### src/rtl/extmem_arb.sv
// extmem_arb: two-port arbiter in front of a single external memory.
// Port A (Unibus memory engine) and port B (ARM side) compete for the memory.
// Each access holds extmemenab high for LATENCY cycles and then acks the
// granted port. Ties alternate between the ports, and a port must drop its
// request for at least one edge before it can be granted again.
module extmem_arb #(
  parameter int LATENCY = 3
) (
  input  logic        CLOCK,
  input  logic        RESET,
  input  logic        a_req,
  input  logic [16:0] a_addr,
  input  logic [17:0] a_wdata,
  input  logic [1:0]  a_wena,
  output logic        a_ack,
  output logic [17:0] a_rdata,
  input  logic        b_req,
  input  logic [16:0] b_addr,
  input  logic [17:0] b_wdata,
  input  logic [1:0]  b_wena,
  output logic        b_ack,
  output logic [17:0] b_rdata,
  output logic [16:0] extmemaddr,
  output logic [17:0] extmemdout,
  input  logic [17:0] extmemdin,
  output logic        extmemenab,
  output logic [1:0]  extmemwena,
  output logic        busy,
  output logic        lastb
);

  localparam int ADDR_W = 17;
  localparam int DATA_W = 18;
  localparam logic [3:0] CNT_INIT = 4'(LATENCY - 1);

  typedef enum logic {IDLE = 1'b0, GRANT = 1'b1} state_t;

  state_t              state;
  logic [3:0]          cnt;
  logic                a_armed;
  logic                b_armed;
  logic                any_grant;
  logic                a_elig;
  logic                b_elig;
  logic                pick_b;
  logic                done;
  logic [ADDR_W-1:0]   sel_addr;
  logic [DATA_W-1:0]   sel_wdata;
  logic [1:0]          sel_wena;

  // Eligibility and round-robin choice; A wins the first tie after reset
  // because any_grant is still clear.
  always_comb begin
    a_elig    = a_req & a_armed;
    b_elig    = b_req & b_armed;
    pick_b    = b_elig & (~a_elig | (any_grant & ~lastb));
    done      = (state == GRANT) && (cnt == 4'd0);
    sel_addr  = pick_b ? b_addr  : a_addr;
    sel_wdata = pick_b ? b_wdata : a_wdata;
    sel_wena  = pick_b ? b_wena  : a_wena;
  end

  // Armed flags: a low request re-arms, the completing access disarms.
  always_ff @(posedge CLOCK or posedge RESET) begin
    if (RESET) begin
      a_armed <= 1'b1;
      b_armed <= 1'b1;
    end else begin
      if (!a_req)
        a_armed <= 1'b1;
      else if (done && !lastb)
        a_armed <= 1'b0;
      if (!b_req)
        b_armed <= 1'b1;
      else if (done && lastb)
        b_armed <= 1'b0;
    end
  end

  // Arbitration FSM with registered memory bus, acks and read data.
  always_ff @(posedge CLOCK or posedge RESET) begin
    if (RESET) begin
      state      <= IDLE;
      cnt        <= 4'd0;
      any_grant  <= 1'b0;
      lastb      <= 1'b0;
      busy       <= 1'b0;
      extmemenab <= 1'b0;
      extmemwena <= 2'b00;
      extmemaddr <= '0;
      extmemdout <= '0;
      a_ack      <= 1'b0;
      b_ack      <= 1'b0;
      a_rdata    <= '0;
      b_rdata    <= '0;
    end else begin
      a_ack <= 1'b0;
      b_ack <= 1'b0;
      case (state)
        IDLE: begin
          if (a_elig || b_elig) begin
            state      <= GRANT;
            busy       <= 1'b1;
            any_grant  <= 1'b1;
            lastb      <= pick_b;
            cnt        <= CNT_INIT;
            extmemenab <= 1'b1;
            extmemaddr <= sel_addr;
            extmemdout <= sel_wdata;
            extmemwena <= sel_wena;
          end
        end
        GRANT: begin
          if (cnt == 4'd0) begin
            state      <= IDLE;
            busy       <= 1'b0;
            extmemenab <= 1'b0;
            extmemwena <= 2'b00;
            if (lastb) begin
              b_ack <= 1'b1;
              if (extmemwena == 2'b00)
                b_rdata <= extmemdin;
            end else begin
              a_ack <= 1'b1;
              if (extmemwena == 2'b00)
                a_rdata <= extmemdin;
            end
          end else begin
            cnt <= cnt - 4'd1;
          end
        end
        default: state <= IDLE;
      endcase
    end
  end

endmodule

### config.mk
export PLATFORM = sky130hd
export DESIGN_NAME = extmem_arb
export DESIGN_NICKNAME = d
export VERILOG_FILES = /design/src/rtl/extmem_arb.sv
export SDC_FILE = /design/constraint.sdc
export NUM_CORES = 1
export LEC_CHECK = 0
export ABC_AREA = 0
export CAP_MARGIN = 20
export CORE_MARGIN = 3
export CORE_UTILIZATION = 37
export CTS_CLUSTER_DIAMETER = 100
export DETAILED_ROUTE_END_ITERATION = 12
export GPL_TIMING_DRIVEN = 0
export PLACE_DENSITY = 0.77
export SLEW_MARGIN = 5
export SYNTH_ARGS = -nofsm -noshare
export SYNTH_HDL_FRONTEND = slang
export SYNTH_SLANG_ARGS = --single-unit
### constraint.sdc
create_clock -name CLOCK -period 2.6 [get_ports CLOCK]
set_clock_uncertainty 0.15 [all_clocks]
set_input_delay 0.39 -clock CLOCK [delete_from_list [all_inputs] [get_ports CLOCK]]
set_output_delay 0.39 -clock CLOCK [all_outputs]
set_load 0.005 [all_outputs]
-- Yosys cells after proc, flatten, opt, wreduce, memory -nomap -nowiden
Cells that the tools add are included.
- add/sub/neg operators: 1
- equality and inequality tests: 5
- muxes and demuxes: 25
- bitwise operators: 8
- reductions and logical operators: 12
- operators with widths (cell ; count):
    $mux 18 ; 1
    $mux 17 ; 1
    $mux 1 ; 14
    $mux 4 ; 2
    $pmux 4 s2 ; 1
    $reduce_and 4->1 ; 2
    $mux 2 ; 3
    $ne 2x1->1 const B ; 3
    $reduce_and 2->1 ; 3
    $and 1x1->1 ; 4
    $logic_not 4->1 ; 1
    $ne 2x2->1 const B ; 2
    $pmux 1 s2 ; 2
    $pmux 2 s2 ; 1
    $sub 4x1->4 const B ; 1
    $logic_and 1x1->1 ; 3
    $not 1->1 ; 3
    $logic_not 2->1 ; 1
    $logic_not 1->1 ; 1
    $logic_or 1x1->1 ; 1
    $or 1x1->1 ; 1
- bits in registers: 85
- bits of input ports: 96
- output and inout bits: 78

-- Longest topological paths before layout
Gate-level depths: netlist of run 1.
- depth after elaboration: 7
- gate-level depth with buffers: 9

-- Worst setup path after synthesis of run 1
OpenSTA, ideal clock, no wires.
- kind: register -> register
- from: register cnt[0]
- to: register b_rdata[0]
- arrival time: 1.957 ns
- required time: 2.325 ns
- setup slack: 0.367 ns
- stages on the path, launching flop included: 10
- buffers on the path: 3
- clock period less this slack: 2.233 ns
- path through: dfrtp_1 -> inv_1 -> ha_1 -> nand4bb_1 -> buf_2 -> or2_1 -> or3_1 -> buf_6 -> buf_12 -> mux2_4
- longest elaborated chain between the ends: 2
- RTL lines (element ; line ; source):
    start, declared ; 39 ; logic [3:0] cnt;
    start signal, assigned ; 129 ; cnt <= cnt - 4'd1;
    $logic_not 4->1 ; 114 ; if (cnt == 4'd0) begin
    $reduce_and 4->1 (no line) ; -- ;
    end signal, assigned ; 122 ; b_rdata <= extmemdin;
    end, declared ; 22 ; output logic [17:0] b_rdata,
Every way passes these cells.
A chain may end at the register's enable or synchronous reset.

-- Final worst setup path of run 1
- from: register cnt[0]
- to: register b_rdata[5]
Same word-level chain as after synthesis.

==> impl_metrics.env, run 1 <==
export IMPL_status="complete, no violations"
export IMPL_wirelength_met1_um=3970
export IMPL_path_buf_inv=4
export IMPL_syn_avg_cell_area_um2=12.5
export IMPL_p_total_uw=6040
export IMPL_seqPwrFrac_pct=38.7
export IMPL_insertion_delay_ps=340
export IMPL_rows=35
export IMPL_async_reset_ff_share_pct=100
export IMPL_slew_viol_final=0
export IMPL_cts_max_path_buffers=2
export IMPL_drtPass1Iterations=4
export IMPL_hp_class="primary input to asynchronous set/reset pin"
export IMPL_synth_top_family_by_area="multiplexers"
export IMPL_io_buffers=173
export IMPL_fill_cells=787
export IMPL_drv_cap=0
export IMPL_crit_slowest_cell="dfrtp_1"
export IMPL_synth_edf_count=0
export IMPL_end_kind="flop"
export IMPL_ys_warn_count=0
export IMPL_path_max_fanout=10
export IMPL_crit_required_ps=2680
export IMPL_synth_cell_types=32
export IMPL_worstSetupStartpointType="flop"
export IMPL_path_clk_slew_ps=90
export IMPL_cts_tree="done"
export IMPL_synth_nets=388
export IMPL_ys_seq_elements=85
export IMPL_postCtsHoldBufs=0
export IMPL_drive_gt1_share_pct=14.5
export IMPL_core_area_um2=9370
export IMPL_hpwl_um=7540
export IMPL_wl_met2_um=4680
export IMPL_p_clk_share_pct=15.1
export IMPL_synthAdderAreaFrac_pct=0.691
export IMPL_leakage_uw=0.00261
export IMPL_power_switching_uw=1850
export IMPL_drt_iter0_drc=60
export IMPL_place_ws_ps=-240
export IMPL_antenna_found_initial=0
export IMPL_dieArea_um2=11000
export IMPL_p_comb_share_pct=46.1
export IMPL_multi_input_area_um2=1370
export IMPL_syn_area_um2=3620
export IMPL_synth_compound_area_share_pct=6.63
export IMPL_clock_tree_root_cell="clkbuf_8"
export IMPL_p_per_area_nw_per_um2=1040
export IMPL_critPathMaxStageDelay_ps=420
export IMPL_syn_to_final_growth_pct=59.5
export IMPL_nNetsFinal=577
export IMPL_synth_top_area_cell="dfrtp_1"
export IMPL_crit_chain="inv_1 > ha_1 > nand4bb_1 > buf_2 > or2_1 > or3_1 > buf_6 > buf_12 > mux2_4"
export IMPL_wl_met3_um=768
export IMPL_diodes=0
export IMPL_hold_viol=0
export IMPL_setup_viol=0
export IMPL_ant_nets=0
export IMPL_cp_top_family="simple AND/OR/NAND/NOR gates"
export IMPL_regArea_um2=2130
export IMPL_via_per_inst=4.72
export IMPL_top_layer_used="met4"
export IMPL_die_y_um=105
export IMPL_route_detailed_drc=0
export IMPL_worst_ep_arrival_time_ps=2490
export IMPL_grt_max_degree=42
export IMPL_max_freq_mhz=415
export IMPL_synthSimpleGateAreaFrac_pct=7.49
export IMPL_cts_max_level=3
export IMPL_cts_sinks=85
export IMPL_yosys_top_cells_area="dfrtp_1 (57%), mux2i_1 (10%), mux2_2 (8.1%), o21ai_0 (5.7%), nand2_1 (4.4%)"
export IMPL_gp_congestion=0.731
export IMPL_yosysTopAreaCellShare_pct=57.3
export IMPL_finalCritPeriodShare_pct=92.7
export IMPL_grt_pass1_vias=3030
export IMPL_syn_inst=290
export IMPL_sw_frac_of_total_pct=30.6
export IMPL_worst_ir_drop_vdd_uv=409
export IMPL_vias=2892
export IMPL_gr_total_overflow=0
export IMPL_rsz0062_at_grt="false"
export IMPL_wire_per_inst_um=15.6
export IMPL_die_x_um=105
export IMPL_setup_slack_ps=189
export IMPL_tightest_slew_ps=456
export IMPL_period_minus_slack_ps=2410
export IMPL_ys_seq_area_share_pct=58.8
export IMPL_synthXorXnorAreaFrac_pct=0.242
export IMPL_io_pin_count=174
export IMPL_drt_total_wl_um=9560
export IMPL_muxShareOfSynthArea_pct=22.7
export IMPL_final_core_util_pct=61.7
export IMPL_maxSlewHeadroom_pct=69.6
export IMPL_crit_type="flop to flop"
export IMPL_p_int_uw=4190
export IMPL_initial_core_util_pct=38.7
export IMPL_numCtsBuffers=9
export IMPL_synth_ff_type="dfrtp_1"
export IMPL_track_usage_pct=17.8
export IMPL_grt_pass1_wl_um=15600
what timing repair did:
item,in CTS,in global routing
hold endpoints to repair,0,0
endpoints found under the setup margin,0,16
resized for setup,0,2
setup buffers,0,3
area by class of cell:
type | count | area share [%]
tap | 129 | 2.79
clock inverter | 4 | 0.866
buffer | 18 | 1.80
clock buffer | 12 | 2.51
multi-input combinational | 181 | 23.7
inverter | 6 | 0.455
timing repair buffer | 178 | 31.0
sequential | 85 | 36.8
cells by family after synthesis:
group / Yosys count
muxes: 74
and+or+nand+nor: 58
AOI/OAI and AO/OA: 46
buffers and inverters: 24
xor gates and xnor gates: 1
adders and majority gates: 2
DFF: 85
sequential cells by signal, indices dropped and copies added (netlist names):
signal and flops:
busy 1, extmemwena 2, lastb 1, extmemaddr 17, b_rdata 18, state 1, extmemdout 18, b_armed 1
a_rdata 18, b_ack 1, a_armed 1, a_ack 1, cnt 4, any_grant 1
placed cells by master (no fill, tap or decap), drive strengths merged:
cell type,count
clkdlybuf4s50,173
dfrtp,83
nand2,42
o21ai,41
mux2i,38
mux2,36
clkbuf,21
buf,14
inv,5
nand3,3
clkinvlp,3
nor3b,2
nor2,2
ha,2
dfstp,2
or2,2
a22oi,1
nor2b,1
o211ai,1
nand4bb,1
or3,1
nor4,1
or2b,1
a31oi,1
a21o,1
nand2b,1
nor3,1
xnor2,1
o22ai,1
bufinv,1
clkinv,1
stage by stage:
step	cells	hold WS (ps)	instance area, um2	setup TNS, ps
after floorplan	290	276	3630	0
after CTS	610	164	5760	0
final	613	178	5780	0
after detailed placement	594	298	5560	-2210
after global routing	613	190	5780	0
after global placement	592	292	5520	-1610
layer usage:
layer / GRT usage (%) / vias up
li1: - / 1381
met1: 22.2 / 1374
met2: 29.8 / 126
met3: 4.94 / 11
met4: 5.90 / 0
met5: 0 / -
cell usage after synthesis (2+ instances only):
cell type  number
nor2_1          2
o21ai_0        41
inv_1           6
mux2_4         10
mux2i_1        38
nand2_1        42
dfstp_2         2
mux2_2         26
nand3_1         3
clkbuf_1        9
ha_1            2
nor3b_1         2
buf_2           6
dfrtp_1        83
worst reg2reg max path: stages (launching register included):
cell,delay (ps)
dfrtp_1,420
inv_1,100
ha_1,170
nand4bb_1,90
buf_2,180
or2_1,250
or3_1,330
buf_6,160
buf_12,160
mux2_4,300
power groups by stage:
stage / Clock (uW) / Sequential (uW) / Combinational [uW]
2_1_floorplan: 0 / 2370 / 1110
3_3_place_gp: 0 / 2330 / 2730
3_5_place_dp: 0 / 2370 / 2820
4_1_cts: 960 / 2340 / 2820
5_1_grt: 1020 / 2430 / 3050
6_report: 914 / 2340 / 2780
worst paths after layout:
kind	slack (ps)	end	from	cells past startpoint
max in group asynchronous	1590	a_armed	RESET	3
min reg2reg	320	any_grant	any_grant	1
min in group CLOCK	320	any_grant	any_grant	1
min	180	b_rdata[4]	RESET	2
max	190	b_rdata[5]	cnt[0]	9
max reg2reg	190	b_rdata[5]	cnt[0]	9
Power figures use the tool's default switching activity.
==> inputs of run 2 (changes only) <==
--- a/config.mk
+++ b/config.mk
@@ -6,13 +6,15 @@
 export NUM_CORES = 1
 export LEC_CHECK = 0
 export ABC_AREA = 0
+export ABC_CLOCK_PERIOD_IN_PS = 2600
 export CAP_MARGIN = 20
 export CORE_MARGIN = 3
-export CORE_UTILIZATION = 37
+export CORE_UTILIZATION = 55
 export CTS_CLUSTER_DIAMETER = 100
 export DETAILED_ROUTE_END_ITERATION = 12
+export DONT_BUFFER_PORTS = 1
 export GPL_TIMING_DRIVEN = 0
-export PLACE_DENSITY = 0.77
+export PLACE_DENSITY = 0.73
 export SLEW_MARGIN = 5
 export SYNTH_ARGS = -nofsm -noshare
 export SYNTH_HDL_FRONTEND = slang
==> run 2 against run 1 <==
  * First-iteration DRC count is 10% higher
  * Setup slack better by 14 ps
  * Sequential cell count stayed put
  * Register-to-register slack hardly changed
  * Total power is 22% lower
  * Global-route usage is 2.4 points higher
  * Wire length is 18% lower
  * Final cell count is 36% lower
  * Sequential share of layout area is 16 points higher
  * Fmax is 0.57% higher
  * Non-clock buffer count is 168 lower
  * Critical path depth stayed put
  * Critical path type unchanged
  * Largest power group is now sequential cells
  * Highest routed layer unchanged
==> impl_metrics.env, run 2 (synthesized netlist as in run 1, its figures left out) <==
export IMPL_crit_type="flop to flop"
export IMPL_drive_gt1_share_pct=23.1
export IMPL_cts_resized=0
export IMPL_hold_viol=0
export IMPL_ff2ff_path_depth=9
export IMPL_syn_to_final_growth_pct=10.7
export IMPL_reg2reg_slack_ps=200
export IMPL_antenna_found_initial=0
export IMPL_gp_congestion=0.713
export IMPL_finalCritPeriodShare_pct=92.2
export IMPL_grt_pass1_vias=2296
export IMPL_path_clk_slew_ps=90
export IMPL_cts_sinks=85
export IMPL_track_usage_pct=20.2
export IMPL_vias=2246
export IMPL_grt_pass1_wl_um=11800
export IMPL_gr_total_overflow=0
export IMPL_io_pin_count=174
export IMPL_fill_cells=489
export IMPL_via_per_inst=5.74
export IMPL_rr_endpoint="b_rdata[5]"
export IMPL_final_cell_mix="dfrtp_1 (83), nand2_1 (42), o21ai_0 (41)"
export IMPL_wire_per_inst_um=20.1
export IMPL_clock_tree_root_cell="clkbuf_8"
export IMPL_rows=28
export IMPL_rsz0062_at_grt="false"
export IMPL_drv_cap=0
export IMPL_holdPathEnd="b_rdata[16]"
export IMPL_insertion_delay_ps=330
export IMPL_route_detailed_drc=0
export IMPL_drt_iter0_drc=66
export IMPL_numCtsBuffers=9
export IMPL_ant_nets=0
export IMPL_dieArea_um2=7600
export IMPL_slew_viol_final=0
export IMPL_status="complete, no violations"
export IMPL_end_kind="flop"
export IMPL_die_x_um=87.2
export IMPL_setup_viol=0
export IMPL_cts_max_path_buffers=2
export IMPL_tightest_slew_ps=545
export IMPL_path_max_fanout=10
export IMPL_grt_max_degree=37
export IMPL_io_buffers=0
export IMPL_final_common_cell="dfrtp_1"
export IMPL_cts_tree="done"
export IMPL_finalSetupTns_ps=0
export IMPL_drt_total_wl_um=7850
export IMPL_hpwl_um=5880
export IMPL_cts_max_level=3
export IMPL_nNetsFinal=409
export IMPL_worst_ep_arrival_time_ps=2470
export IMPL_final_core_util_pct=65.4
export IMPL_maxSlewHeadroom_pct=63.7
export IMPL_leakage_uw=0.00196
export IMPL_dpl_cell_area_um2=3760
export IMPL_holdPathStages=1
export IMPL_min_from="extmemdin[16]"
export IMPL_p_total_uw=4730
export IMPL_worstSetupStartpointType="flop"
export IMPL_finish_instance_area_um2=4010
export IMPL_diodes=0
export IMPL_worst_ir_drop_vdd_uv=583
export IMPL_period_minus_slack_ps=2400
export IMPL_max_freq_mhz=417
export IMPL_drtPass1Iterations=4
export IMPL_p_per_area_nw_per_um2=1180
export IMPL_crit_required_ps=2670
export IMPL_core_area_um2=6130
export IMPL_timing_rr_start="cnt[0]"
export IMPL_die_y_um=87.2
export IMPL_initial_core_util_pct=59.1
export IMPL_reg_largest_list="a_rdata x18, b_rdata x18, extmemdout x18"
export IMPL_hp_class="primary input to flop"
run 2: per-stage QoR:
stage	hold WS, ps	setup WS (ps)	instances
finish	45.8	203	391
global route	18.1	82.1	391
CTS	24.9	96.0	386
detailed placement	159	121	367
global placement	282	193	365
floorplan	276	367	290
run 2: how the worst max path moves through the flow:
stage | startpoint | end | slack (ps) | cells past startpoint
global placement | cnt[0] | a_rdata[0] | 190 | 7
detailed placement | cnt[0] | a_rdata[1] | 120 | 7
finish | cnt[0] | b_rdata[5] | 200 | 9
global route | lastb | extmemdout[0] | 80 | 6
floorplan | cnt[0] | b_rdata[0] | 370 | 9
CTS | cnt[0] | a_rdata[1] | 100 | 7
run 2: area by class of cell:
| type | instances | area, um2 | area share, % |
|---|---|---|---|
| inverters | 6 | 26.3 | 0.655 |
| plain buffers | 18 | 103 | 2.56 |
| clock inverters | 6 | 46.3 | 1.15 |
| flip-flops and latches | 85 | 2130 | 53.1 |
| repair buffers | 10 | 108 | 2.68 |
| well taps | 75 | 93.8 | 2.34 |
| clock buffers | 10 | 138 | 3.43 |
| multi-input cells | 181 | 1370 | 34.1 |
run 2: timing repair:
action	CTS	global route
endpoints found under the setup margin	0	9
hold endpoints to repair	19	0
hold buffers	3	0
setup buffers	0	5
run 2: worst max-delay path: stages (launching register included):
cell and delay, ps:
dfrtp_1 410, inv_1 90, ha_1 170, nand4bb_1 90
buf_2 180, or2_1 250, or3_1 330, buf_6 160
buf_12 150, mux2_4 290
run 2: power breakdown:
group	switching (uW)	internal, uW
clock network	467	380
registers	554	1970
logic	659	704
total	1680	3050
run 2: metal layers:
layer	wire, um	vias up	track usage [%]
met5	0	-	0
met4	74	0	6.69
li1	-	1041	-
met1	3070	1082	25.5
met2	3870	117	33.2
met3	836	6	6.34
